$ cat config.mk
export PLATFORM = sky130hd
export DESIGN_NAME = mips_decode_exec_flat
export DESIGN_NICKNAME = d
export VERILOG_FILES = /design/src/rtl/mips_pkg.sv /design/src/rtl/mips_decode_exec_if.sv /design/src/rtl/mips_alu_core.sv /design/src/rtl/mips_decode_exec.sv /design/src/flat_wrapper.sv
export SDC_FILE = /design/constraint.sdc
export NUM_CORES = 1
export LEC_CHECK = 0
export BUFFER_PORTS_ARGS = -buffer_cell sky130_fd_sc_hd__buf_2
export CAP_MARGIN = 20
export CORE_UTILIZATION = 45
export DETAILED_ROUTE_END_ITERATION = 10
export HOLD_SLACK_MARGIN = 0.05
export PLACE_DENSITY = 0.75
export SLEW_MARGIN = 30
export SYNTH_ARGS = -nofsm -noshare
export SYNTH_HDL_FRONTEND = slang
export SYNTH_SLANG_ARGS = --single-unit
export TNS_END_PERCENT = 100
$ cat constraint.sdc
create_clock -name clk -period 10.6 [get_ports clk]
set_input_delay 0.53 -clock clk [delete_from_list [all_inputs] [get_ports clk]]
set_output_delay 0.53 -clock clk [all_outputs]
set_load 0.01 [all_outputs]
$ cat src/rtl/mips_pkg.sv
// Shared encodings for the MIPS decode/execute slice: opcodes, funct codes,
// ALU-op classes, ALU control codes and the main-control decode.
package mips_pkg;

  localparam logic [5:0] OP_RTYPE = 6'b000000;
  localparam logic [5:0] OP_LW    = 6'b100011;
  localparam logic [5:0] OP_SW    = 6'b101011;
  localparam logic [5:0] OP_BEQ   = 6'b000100;
  localparam logic [5:0] OP_ADDI  = 6'b001000;

  localparam logic [5:0] FN_ADD = 6'b100000;
  localparam logic [5:0] FN_SUB = 6'b100010;
  localparam logic [5:0] FN_AND = 6'b100100;
  localparam logic [5:0] FN_OR  = 6'b100101;
  localparam logic [5:0] FN_XOR = 6'b100110;
  localparam logic [5:0] FN_NOR = 6'b100111;
  localparam logic [5:0] FN_SLT = 6'b101010;

  localparam logic [1:0] ALUOP_ADD   = 2'b00;
  localparam logic [1:0] ALUOP_SUB   = 2'b01;
  localparam logic [1:0] ALUOP_RTYPE = 2'b10;
  localparam logic [1:0] ALUOP_RSVD  = 2'b11;

  localparam logic [3:0] ALU_AND = 4'b0000;
  localparam logic [3:0] ALU_OR  = 4'b0001;
  localparam logic [3:0] ALU_ADD = 4'b0010;
  localparam logic [3:0] ALU_SUB = 4'b0110;
  localparam logic [3:0] ALU_SLT = 4'b0111;
  localparam logic [3:0] ALU_NOR = 4'b1100;
  localparam logic [3:0] ALU_XOR = 4'b1101;

  typedef struct packed {
    logic       regdst;
    logic       alusrc;
    logic       memtoreg;
    logic       regwrite;
    logic       memread;
    logic       memwrite;
    logic       branch;
    logic [1:0] aluop;
  } ctl_t;

  // Subset of control carried across the ID/EX boundary (branch resolves in ID).
  typedef struct packed {
    logic       regdst;
    logic       alusrc;
    logic       memtoreg;
    logic       regwrite;
    logic       memread;
    logic       memwrite;
    logic [1:0] aluop;
  } ex_ctl_t;

  function automatic ctl_t decode_main(input logic [5:0] opcode);
    ctl_t c;
    c = '0;
    case (opcode)
      OP_RTYPE: c = '{regdst: 1'b1, alusrc: 1'b0, memtoreg: 1'b0, regwrite: 1'b1,
                      memread: 1'b0, memwrite: 1'b0, branch: 1'b0, aluop: ALUOP_RTYPE};
      OP_LW:    c = '{regdst: 1'b0, alusrc: 1'b1, memtoreg: 1'b1, regwrite: 1'b1,
                      memread: 1'b1, memwrite: 1'b0, branch: 1'b0, aluop: ALUOP_ADD};
      OP_SW:    c = '{regdst: 1'b0, alusrc: 1'b1, memtoreg: 1'b0, regwrite: 1'b0,
                      memread: 1'b0, memwrite: 1'b1, branch: 1'b0, aluop: ALUOP_ADD};
      OP_BEQ:   c = '{regdst: 1'b0, alusrc: 1'b0, memtoreg: 1'b0, regwrite: 1'b0,
                      memread: 1'b0, memwrite: 1'b0, branch: 1'b1, aluop: ALUOP_SUB};
      OP_ADDI:  c = '{regdst: 1'b0, alusrc: 1'b1, memtoreg: 1'b0, regwrite: 1'b1,
                      memread: 1'b0, memwrite: 1'b0, branch: 1'b0, aluop: ALUOP_ADD};
      default:  c = '0;
    endcase
    return c;
  endfunction

endpackage

$ cat src/rtl/mips_decode_exec_if.sv
// Bus bundle between the ID/EX slice and its surroundings: instruction in,
// decoded control out, forwarded operands in, ALU results out.
interface mips_decode_exec_if #(parameter int W = 32);
  logic [31:0]  instr;
  logic         bubble;
  logic         regdst, branch, memread, memwrite, memtoreg, regwrite, alusrc;
  logic [1:0]   aluop;
  logic         ex_regdst, ex_memread, ex_memwrite, ex_memtoreg, ex_regwrite;
  logic [W-1:0] op_a;
  logic [W-1:0] op_b;
  logic [3:0]   ex_aluctl;
  logic [W-1:0] alu_out;
  logic         alu_zero;
  logic         alu_ovf;

  modport master (
    output instr, bubble, op_a, op_b,
    input  regdst, branch, memread, memwrite, memtoreg, regwrite, alusrc, aluop,
    input  ex_regdst, ex_memread, ex_memwrite, ex_memtoreg, ex_regwrite,
    input  ex_aluctl, alu_out, alu_zero, alu_ovf
  );

  modport slave (
    input  instr, bubble, op_a, op_b,
    output regdst, branch, memread, memwrite, memtoreg, regwrite, alusrc, aluop,
    output ex_regdst, ex_memread, ex_memwrite, ex_memtoreg, ex_regwrite,
    output ex_aluctl, alu_out, alu_zero, alu_ovf
  );
endinterface

$ cat src/rtl/mips_alu_core.sv
// Combinational W-bit ALU: logic ops, wrapping add/sub with signed overflow
// flag, and a full signed set-less-than.
module mips_alu_core
  import mips_pkg::*;
#(
  parameter int W = 32
) (
  input  logic [3:0]          ctl,
  input  logic signed [W-1:0] a,
  input  logic signed [W-1:0] b,
  output logic [W-1:0]        out,
  output logic                zero,
  output logic                ovf
);

  logic signed [W-1:0] sum;
  logic signed [W-1:0] diff;
  logic                lt;

  assign sum  = a + b;
  assign diff = a - b;
  // Direct signed compare, so slt stays correct even when a-b would overflow.
  assign lt   = (a < b);

  always_comb begin
    out = '0;
    ovf = 1'b0;
    case (ctl)
      ALU_AND: out = a & b;
      ALU_OR:  out = a | b;
      ALU_ADD: begin
        out = sum;
        ovf = (a[W-1] == b[W-1]) && (sum[W-1] != a[W-1]);
      end
      ALU_SUB: begin
        out = diff;
        ovf = (a[W-1] != b[W-1]) && (diff[W-1] != a[W-1]);
      end
      ALU_SLT: out = {{(W-1){1'b0}}, lt};
      ALU_NOR: out = ~(a | b);
      ALU_XOR: out = a ^ b;
      default: out = '0;
    endcase
  end

  assign zero = (out == '0);

endmodule

$ cat src/rtl/mips_decode_exec.sv
// ID-stage main control decode, ID/EX control register, and EX-stage ALU
// control decode driving the ALU core.
module mips_decode_exec
  import mips_pkg::*;
#(
  parameter int W = 32
) (
  input  logic             clk,
  input  logic             rst,
  mips_decode_exec_if.slave bus
);

  function automatic logic [3:0] alu_ctl_decode(input logic [1:0] aluop,
                                                input logic [5:0] funct);
    logic [3:0] c;
    c = ALU_ADD;
    case (aluop)
      ALUOP_ADD:   c = ALU_ADD;
      ALUOP_SUB:   c = ALU_SUB;
      ALUOP_RSVD:  c = ALU_ADD;
      ALUOP_RTYPE: begin
        case (funct)
          FN_ADD:  c = ALU_ADD;
          FN_SUB:  c = ALU_SUB;
          FN_AND:  c = ALU_AND;
          FN_OR:   c = ALU_OR;
          FN_XOR:  c = ALU_XOR;
          FN_NOR:  c = ALU_NOR;
          FN_SLT:  c = ALU_SLT;
          default: c = ALU_ADD;
        endcase
      end
      default:     c = ALU_ADD;
    endcase
    return c;
  endfunction

  ctl_t                id_ctl_p0;
  ex_ctl_t             ex_ctl_p0;
  logic signed [W-1:0] seimm_p0;

  ex_ctl_t             ctl_p1;
  logic [5:0]          funct_p1;
  logic signed [W-1:0] seimm_p1;

  logic [3:0]          aluctl_p1;
  logic signed [W-1:0] alu_b_p1;
  logic                unused_instr;

  // ---- ID stage: combinational decode ----
  assign id_ctl_p0 = decode_main(bus.instr[31:26]);
  assign seimm_p0  = {{(W-16){bus.instr[15]}}, bus.instr[15:0]};

  assign ex_ctl_p0 = bus.bubble ? '0 :
                     '{regdst:   id_ctl_p0.regdst,
                       alusrc:   id_ctl_p0.alusrc,
                       memtoreg: id_ctl_p0.memtoreg,
                       regwrite: id_ctl_p0.regwrite,
                       memread:  id_ctl_p0.memread,
                       memwrite: id_ctl_p0.memwrite,
                       aluop:    id_ctl_p0.aluop};

  assign bus.regdst   = id_ctl_p0.regdst;
  assign bus.alusrc   = id_ctl_p0.alusrc;
  assign bus.memtoreg = id_ctl_p0.memtoreg;
  assign bus.regwrite = id_ctl_p0.regwrite;
  assign bus.memread  = id_ctl_p0.memread;
  assign bus.memwrite = id_ctl_p0.memwrite;
  assign bus.branch   = id_ctl_p0.branch;
  assign bus.aluop    = id_ctl_p0.aluop;

  // Register fields are decoded elsewhere in the pipeline.
  assign unused_instr = ^bus.instr[25:6];

  // ---- ID/EX boundary ----
  always_ff @(posedge clk or posedge rst) begin
    if (rst) begin
      ctl_p1   <= '0;
      funct_p1 <= '0;
      seimm_p1 <= '0;
    end else begin
      ctl_p1   <= ex_ctl_p0;
      funct_p1 <= bus.instr[5:0];
      seimm_p1 <= seimm_p0;
    end
  end

  // ---- EX stage: ALU control and ALU ----
  assign aluctl_p1 = alu_ctl_decode(ctl_p1.aluop, funct_p1);
  assign alu_b_p1  = ctl_p1.alusrc ? seimm_p1 : $signed(bus.op_b);

  assign bus.ex_regdst   = ctl_p1.regdst;
  assign bus.ex_memread  = ctl_p1.memread;
  assign bus.ex_memwrite = ctl_p1.memwrite;
  assign bus.ex_memtoreg = ctl_p1.memtoreg;
  assign bus.ex_regwrite = ctl_p1.regwrite;
  assign bus.ex_aluctl   = aluctl_p1;

  mips_alu_core #(.W(W)) u_alu (
    .ctl  (aluctl_p1),
    .a    ($signed(bus.op_a)),
    .b    (alu_b_p1),
    .out  (bus.alu_out),
    .zero (bus.alu_zero),
    .ovf  (bus.alu_ovf)
  );

endmodule

$ cat src/flat_wrapper.sv
// flat-port wrapper written by rule: the top's interface ports become plain ports
module mips_decode_exec_flat import mips_pkg::*;
#(
  parameter int W = 32
)
  (clk, rst, bus_instr, bus_bubble, bus_op_a, bus_op_b, bus_regdst, bus_branch, bus_memread, bus_memwrite, bus_memtoreg, bus_regwrite, bus_alusrc, bus_aluop, bus_ex_regdst, bus_ex_memread, bus_ex_memwrite, bus_ex_memtoreg, bus_ex_regwrite, bus_ex_aluctl, bus_alu_out, bus_alu_zero, bus_alu_ovf);
  mips_decode_exec_if #(.W(W)) bus_i ();
  input  logic clk;
  input  logic rst;
  input wire logic [$bits(bus_i.instr)-1:0] bus_instr;
  input wire logic [$bits(bus_i.bubble)-1:0] bus_bubble;
  input wire logic [$bits(bus_i.op_a)-1:0] bus_op_a;
  input wire logic [$bits(bus_i.op_b)-1:0] bus_op_b;
  output wire logic [$bits(bus_i.regdst)-1:0] bus_regdst;
  output wire logic [$bits(bus_i.branch)-1:0] bus_branch;
  output wire logic [$bits(bus_i.memread)-1:0] bus_memread;
  output wire logic [$bits(bus_i.memwrite)-1:0] bus_memwrite;
  output wire logic [$bits(bus_i.memtoreg)-1:0] bus_memtoreg;
  output wire logic [$bits(bus_i.regwrite)-1:0] bus_regwrite;
  output wire logic [$bits(bus_i.alusrc)-1:0] bus_alusrc;
  output wire logic [$bits(bus_i.aluop)-1:0] bus_aluop;
  output wire logic [$bits(bus_i.ex_regdst)-1:0] bus_ex_regdst;
  output wire logic [$bits(bus_i.ex_memread)-1:0] bus_ex_memread;
  output wire logic [$bits(bus_i.ex_memwrite)-1:0] bus_ex_memwrite;
  output wire logic [$bits(bus_i.ex_memtoreg)-1:0] bus_ex_memtoreg;
  output wire logic [$bits(bus_i.ex_regwrite)-1:0] bus_ex_regwrite;
  output wire logic [$bits(bus_i.ex_aluctl)-1:0] bus_ex_aluctl;
  output wire logic [$bits(bus_i.alu_out)-1:0] bus_alu_out;
  output wire logic [$bits(bus_i.alu_zero)-1:0] bus_alu_zero;
  output wire logic [$bits(bus_i.alu_ovf)-1:0] bus_alu_ovf;
  assign bus_i.instr = bus_instr;
  assign bus_i.bubble = bus_bubble;
  assign bus_i.op_a = bus_op_a;
  assign bus_i.op_b = bus_op_b;
  assign bus_regdst = bus_i.regdst;
  assign bus_branch = bus_i.branch;
  assign bus_memread = bus_i.memread;
  assign bus_memwrite = bus_i.memwrite;
  assign bus_memtoreg = bus_i.memtoreg;
  assign bus_regwrite = bus_i.regwrite;
  assign bus_alusrc = bus_i.alusrc;
  assign bus_aluop = bus_i.aluop;
  assign bus_ex_regdst = bus_i.ex_regdst;
  assign bus_ex_memread = bus_i.ex_memread;
  assign bus_ex_memwrite = bus_i.ex_memwrite;
  assign bus_ex_memtoreg = bus_i.ex_memtoreg;
  assign bus_ex_regwrite = bus_i.ex_regwrite;
  assign bus_ex_aluctl = bus_i.ex_aluctl;
  assign bus_alu_out = bus_i.alu_out;
  assign bus_alu_zero = bus_i.alu_zero;
  assign bus_alu_ovf = bus_i.alu_ovf;
  mips_decode_exec #(.W(W)) u_core (.clk(clk), .rst(rst), .bus(bus_i));
endmodule
# ---- Word level (Yosys, flattened, before mapping)
# Cells that the tools add are included.
dict set report word_totals {
  regBits 30
  out_inout_bits 52
}
dict set report op_classes {
  addsub 2
  magnitude_cmp 1
  n_eq_ne 23
  muxes 7
  n_bitwise 4
  n_reduce_logical 7
}
# op count
set op_table {}
lappend op_table {{$pmux W32 S7} 1}
lappend op_table {{$eq A6 B6 Y1 const B} 8}
lappend op_table {{$pmux W9 S5} 1}
lappend op_table {{$add A32 B32 Y32} 1}
lappend op_table {{$and A32 B32 Y32} 1}
lappend op_table {{$logic_not A32 Y1} 1}
lappend op_table {{$lt A32 B32 Y1} 1}
lappend op_table {{$mux W32} 1}
lappend op_table {{$not A32 Y32} 1}
lappend op_table {{$or A32 B32 Y32} 1}
lappend op_table {{$sub A32 B32 Y32} 1}
lappend op_table {{$xor A32 B32 Y32} 1}
lappend op_table {{$pmux W4 S6} 1}
lappend op_table {{$pmux W4 S3} 1}
lappend op_table {{$eq A4 B3 Y1 const B} 2}
lappend op_table {{$eq A4 B4 Y1 const B} 2}
lappend op_table {{$mux W8} 1}
lappend op_table {{$eq A6 B3 Y1 const B} 1}
lappend op_table {{$eq A6 B4 Y1 const B} 1}
lappend op_table {{$logic_not A6 Y1} 1}
lappend op_table {{$eq A2 B2 Y1 const B} 2}
lappend op_table {{$eq A4 B1 Y1 const B} 1}
lappend op_table {{$eq A4 B2 Y1 const B} 1}
lappend op_table {{$logic_not A4 Y1} 1}
lappend op_table {{7 further kinds} 10}

# ---- Longest topological paths before layout
dict set report logic_depth {
  word_depth 6
  ltp_mapped 18
}

# ---- By module
# From an unflattened synthesis, not the netlist that was laid out.
dict set report hier_totals {
  hier_cells 1027
  hier_area_um2 7018.0
}
# mod n_inst cells_per_inst area_per_inst_um2 seq_area_each_um2
set by_module_without_submodules {}
lappend by_module_without_submodules {mips_alu_core 1 904 5846.9 0.0}
lappend by_module_without_submodules {mips_decode_exec 1 123 1171.1 550.5}

# ---- Least setup slack after synthesis
# No wires, ideal clock.
dict set report synth_timing {
  path_kind {flip-flop to output port}
  startpoint {register u_core.ctl_p1[6] (netlist bit)}
  endpoint {output bus_alu_zero}
  arrival_time_ns 4.589
  setup_slack_ns 5.481
  stages_incl_launch_ff 19
  path_buffers 2
  path_cell_list {dfrtp_1 clkbuf_1 clkbuf_1 mux2i_1 inv_1 ha_1 inv_1 fa_1 nor3b_1 o311ai_1 and3_4 a211o_1 and3_4 a221o_1 a22o_1 or4_1 nor4_1 nand2_1 nor3_2}
}
dict set report synth_via {
  elab_chain_len 5
}
# element line
set synth_lines {}
lappend synth_lines {{from (decl)} mips_decode_exec.sv:42} ;# ex_ctl_t ctl_p1;
lappend synth_lines {{from (signal assigned)} mips_decode_exec.sv:82} ;# ctl_p1 <= ex_ctl_p0;
lappend synth_lines {{$mux W32 (*)} mips_decode_exec.sv:90} ;# assign alu_b_p1 = ctl_p1.alusrc ? seimm_p1 : $signed(bus.op_b);
lappend synth_lines {{parallel branches: the longest is 2 deep, another holds $sub A32 B32 Y32} --}
lappend synth_lines {{$pmux W32 S7 (*)} mips_alu_core.sv:28} ;# case (ctl)
lappend synth_lines {{named net bus_alu_out[20]} flat_wrapper.sv:28} ;# output wire logic [$bits(bus_i.alu_out)-1:0] bus_alu_out;
lappend synth_lines {{$logic_not A32 Y1 (*)} mips_alu_core.sv:46} ;# assign zero = (out == '0);
lappend synth_lines {{to (decl)} flat_wrapper.sv:29} ;# output wire logic [$bits(bus_i.alu_zero)-1:0] bus_alu_zero;
# Mark *: on every way through the listed nets, which the timed path passes.

# ---- Final worst setup path
dict set report layout_timing {
  startpoint {register u_core.ctl_p1[6] (netlist bit)}
  endpoint {output bus_alu_zero}
}
dict set report layout_via {
  elab_chain_len 5
}
# element line
set layout_lines {}
lappend layout_lines {{$mux W32 (*)} mips_decode_exec.sv:90}
lappend layout_lines {{parallel branches: the longest is 2 deep, another holds $sub A32 B32 Y32} --}
lappend layout_lines {{$pmux W32 S7 (*)} mips_alu_core.sv:28}
lappend layout_lines {{$logic_not A32 Y1 (*)} mips_alu_core.sv:46}
# Mark *: on every way between the ends.

==> flow_metrics.env <==
export IMPL_p_leak_uw=0.00375
export IMPL_cp_data_required_time_ps=10070
export IMPL_yosysSeqAreaShare=0.0768
export IMPL_area_growth_pct=12.0
export IMPL_nNetsFinal=1302
export IMPL_vias=8435
export IMPL_dp_hpwl_mm=19.3
export IMPL_dpl_cell_count=1297
export IMPL_min_period_ps=6380
export IMPL_wl_per_cell_um=19.4
export IMPL_endpoint_kind="output pin"
export IMPL_cts_htree_levels=1
export IMPL_avgViaCountPerCell=6.49
export IMPL_min_period_over_period=0.602
export IMPL_worstSetupStartpointType="flip-flop"
export IMPL_async_flop_share=1.00
export IMPL_utilization=0.522
export IMPL_wl_met1_mm=10.4
export IMPL_drv_cap=0
export IMPL_outcome="completed"
export IMPL_num_rows=45
export IMPL_worstPathArrival_ps=5850
export IMPL_slew_headroom=0.299
export IMPL_port_buffers=140
export IMPL_dr_wl_met2_mm=11.3
export IMPL_ant_nets=0
export IMPL_grt_pass1_wl_mm=39.8
export IMPL_synth_top_area_frac=0.192
export IMPL_drt_initial_drc_count=955
export IMPL_path_max_fanout=17
export IMPL_grt_max_degree=46
export IMPL_die_w_um=128
export IMPL_initial_core_util=0.466
export IMPL_ys_flop_type="dfrtp_1"
export IMPL_cts_made_buffers=3
export IMPL_synth_avg_cell_area_um2=7.14
export IMPL_dieHeight_um=128
export IMPL_cts_hold_buf=0
export IMPL_ys_types=82
export IMPL_min_path_type="primary input to async pin"
export IMPL_stdcell_count=1300
export IMPL_crit_type="flip-flop to output pin"
export IMPL_die_area_um2=16400
export IMPL_drive_above_1_share=0.173
export IMPL_drt_pass1_iter_count=6
export IMPL_tns_ps=0
export IMPL_cts_resized=0
export IMPL_yosysTopAreaCell="ha_1"
export IMPL_routed_top_layer="met4"
export IMPL_finalSetupViolations=0
export IMPL_gp_congestion=0.959
export IMPL_cts_tree="done"
export IMPL_yosysWarnings=0
export IMPL_track_usage=0.302
export IMPL_synth_fp_nets=1215
export IMPL_drc=0
export IMPL_synth_edf_count=0
export IMPL_worst_pin_slew_ps=1050
export IMPL_rsz0062_at_grt="false"
export IMPL_clock_fmax_mhz=157
export IMPL_ir_worst_vdd_uv=50.3
export IMPL_fillers=1534
export IMPL_netlist_top_cells_area="ha_1, dfrtp_1, a21oi_1"
export IMPL_multi_input_area_um2=5970
export IMPL_path_clk_slew_ps=60
export IMPL_postCtsSetupBuffers=0
export IMPL_power_density_nw_per_um2=70.3
export IMPL_root_buffer="clkbuf_16"
export IMPL_synth_seq_cells=22
export IMPL_drt_total_wl_mm=25.2
export IMPL_clockBufferDepth=2
export IMPL_first_global_vias=7691
export IMPL_synth_area_um2=7170
export IMPL_wl_met3_mm=2.40
export IMPL_synth_cells=1004
export IMPL_n_antenna_cell=0
export IMPL_antenna_found_initial=0
export IMPL_hold_viol=0
export IMPL_fp_coreArea_um2=15400
export IMPL_pin_count=151
export IMPL_overflow=0
export IMPL_maxSlewViolCount=0
export IMPL_ff_latch_area_um2=551
export IMPL_cts_sinks=22
[final cells by class]
type | count | area share
multi-input cells | 810 | 0.744
repair buffers | 150 | 0.0967
flip-flops and latches | 22 | 0.0686
inverters | 104 | 0.0486
well taps | 211 | 0.0329
clock buffers | 3 | 0.00935
[metal layers]
layer,up-vias,global-route usage
met5,-,0
met4,0,0.131
met1,3905,0.393
met3,78,0.0447
met2,513,0.492
li1,3939,-
[power by group]
group | switching (µW) | internal (µW) | total [µW]
Combinational | 239 | 152 | 392
Sequential | 4.45 | 87.2 | 91.7
Clock | 30.8 | 49.9 | 80.7
[synthesized netlist by cell type (10+ instances only)]
master    instances
ha_1            110
a21oi_1         103
inv_1           103
nor2_1           69
o21ai_0          51
nand2_1          47
clkbuf_1         44
nor3_1           34
a221oi_1         24
dfrtp_1          22
a211oi_1         20
nand3_1          20
mux2i_1          19
a221o_1          17
nor2b_1          17
nand2b_1         14
a21o_1           13
buf_2            12
o22ai_1          12
o31ai_1          11
nor4_1           10
o221ai_1         10
or3_1            10
or4_1            10
[critical path, cell delays in order (launching register included)]
cell and delay, ps:
dfrtp_1 670, buf_4 310, and2_1 630, a21oi_1 210, ha_1 450, inv_1 150, a221oi_1 510, o221ai_1 190
a21oi_1 390, a21oi_1 130, a211o_1 380, a311oi_1 330, mux2_2 200, o221ai_1 160, or4_1 580, nor3_2 130
buf_2 150
[placed cells by master (no fill, tap or decap), types with 19 or more instances in the layout]
master    instances
nor2_1           69
inv_1           102
dfrtp_1          22
o21ai_0          50
nor3_1           34
buf_2           140
a21oi_1         103
nand3_1          20
a221oi_1         24
ha_1            110
a211oi_1         19
mux2i_1          19
nand2_1          47
[cell families after synthesis]
| group | after synthesis | share of synthesized area |
|---|---|---|
| xor+xnor | 7 | 0.00855 |
| compound gates | 376 | 0.369 |
| simple gates | 293 | 0.222 |
| flops | 22 | 0.0768 |
| buf+inv | 172 | 0.0953 |
| mux | 22 | 0.0312 |
| fa+ha+maj | 112 | 0.198 |
[per-stage QoR]
stage | total power, µW | setup WS [ps] | instance area (µm²) | hold WS, ps
after floorplan | 356 | 5480 | 7170 | 519
after global routing | 604 | 3940 | 8030 | 370
after global placement | 469 | 4670 | 7940 | 637
after detailed placement | 473 | 4670 | 7940 | 639
final | 564 | 4220 | 8030 | 306
after CTS | 554 | 4350 | 8020 | 372
[worst paths after layout]
| path | startpoint | slack (ps) | end | cells past startpoint |
|---|---|---|---|---|
| min | rst | 310 | u_core.seimm_p1[7] | 2 |
| min in group clk | bus_instr[8] | 370 | u_core.seimm_p1[8] | 1 |
| max | u_core.ctl_p1[6] | 4220 | bus_alu_zero | 16 |
| max in group asynchronous | rst | 9920 | u_core.funct_p1[4] | 2 |
[state kept, by name, summed over array words and instances (netlist names)]
| register | flops |
|---|---|
| u_core.seimm_p1 | 11 |
| u_core.bus.ex_memwrite | 1 |
| u_core.funct_p1 | 5 |
| u_core.bus.ex_memread | 1 |
| u_core.ctl_p1 | 3 |
| u_core.bus.ex_regwrite | 1 |
Power figures use the tool's default switching activity.
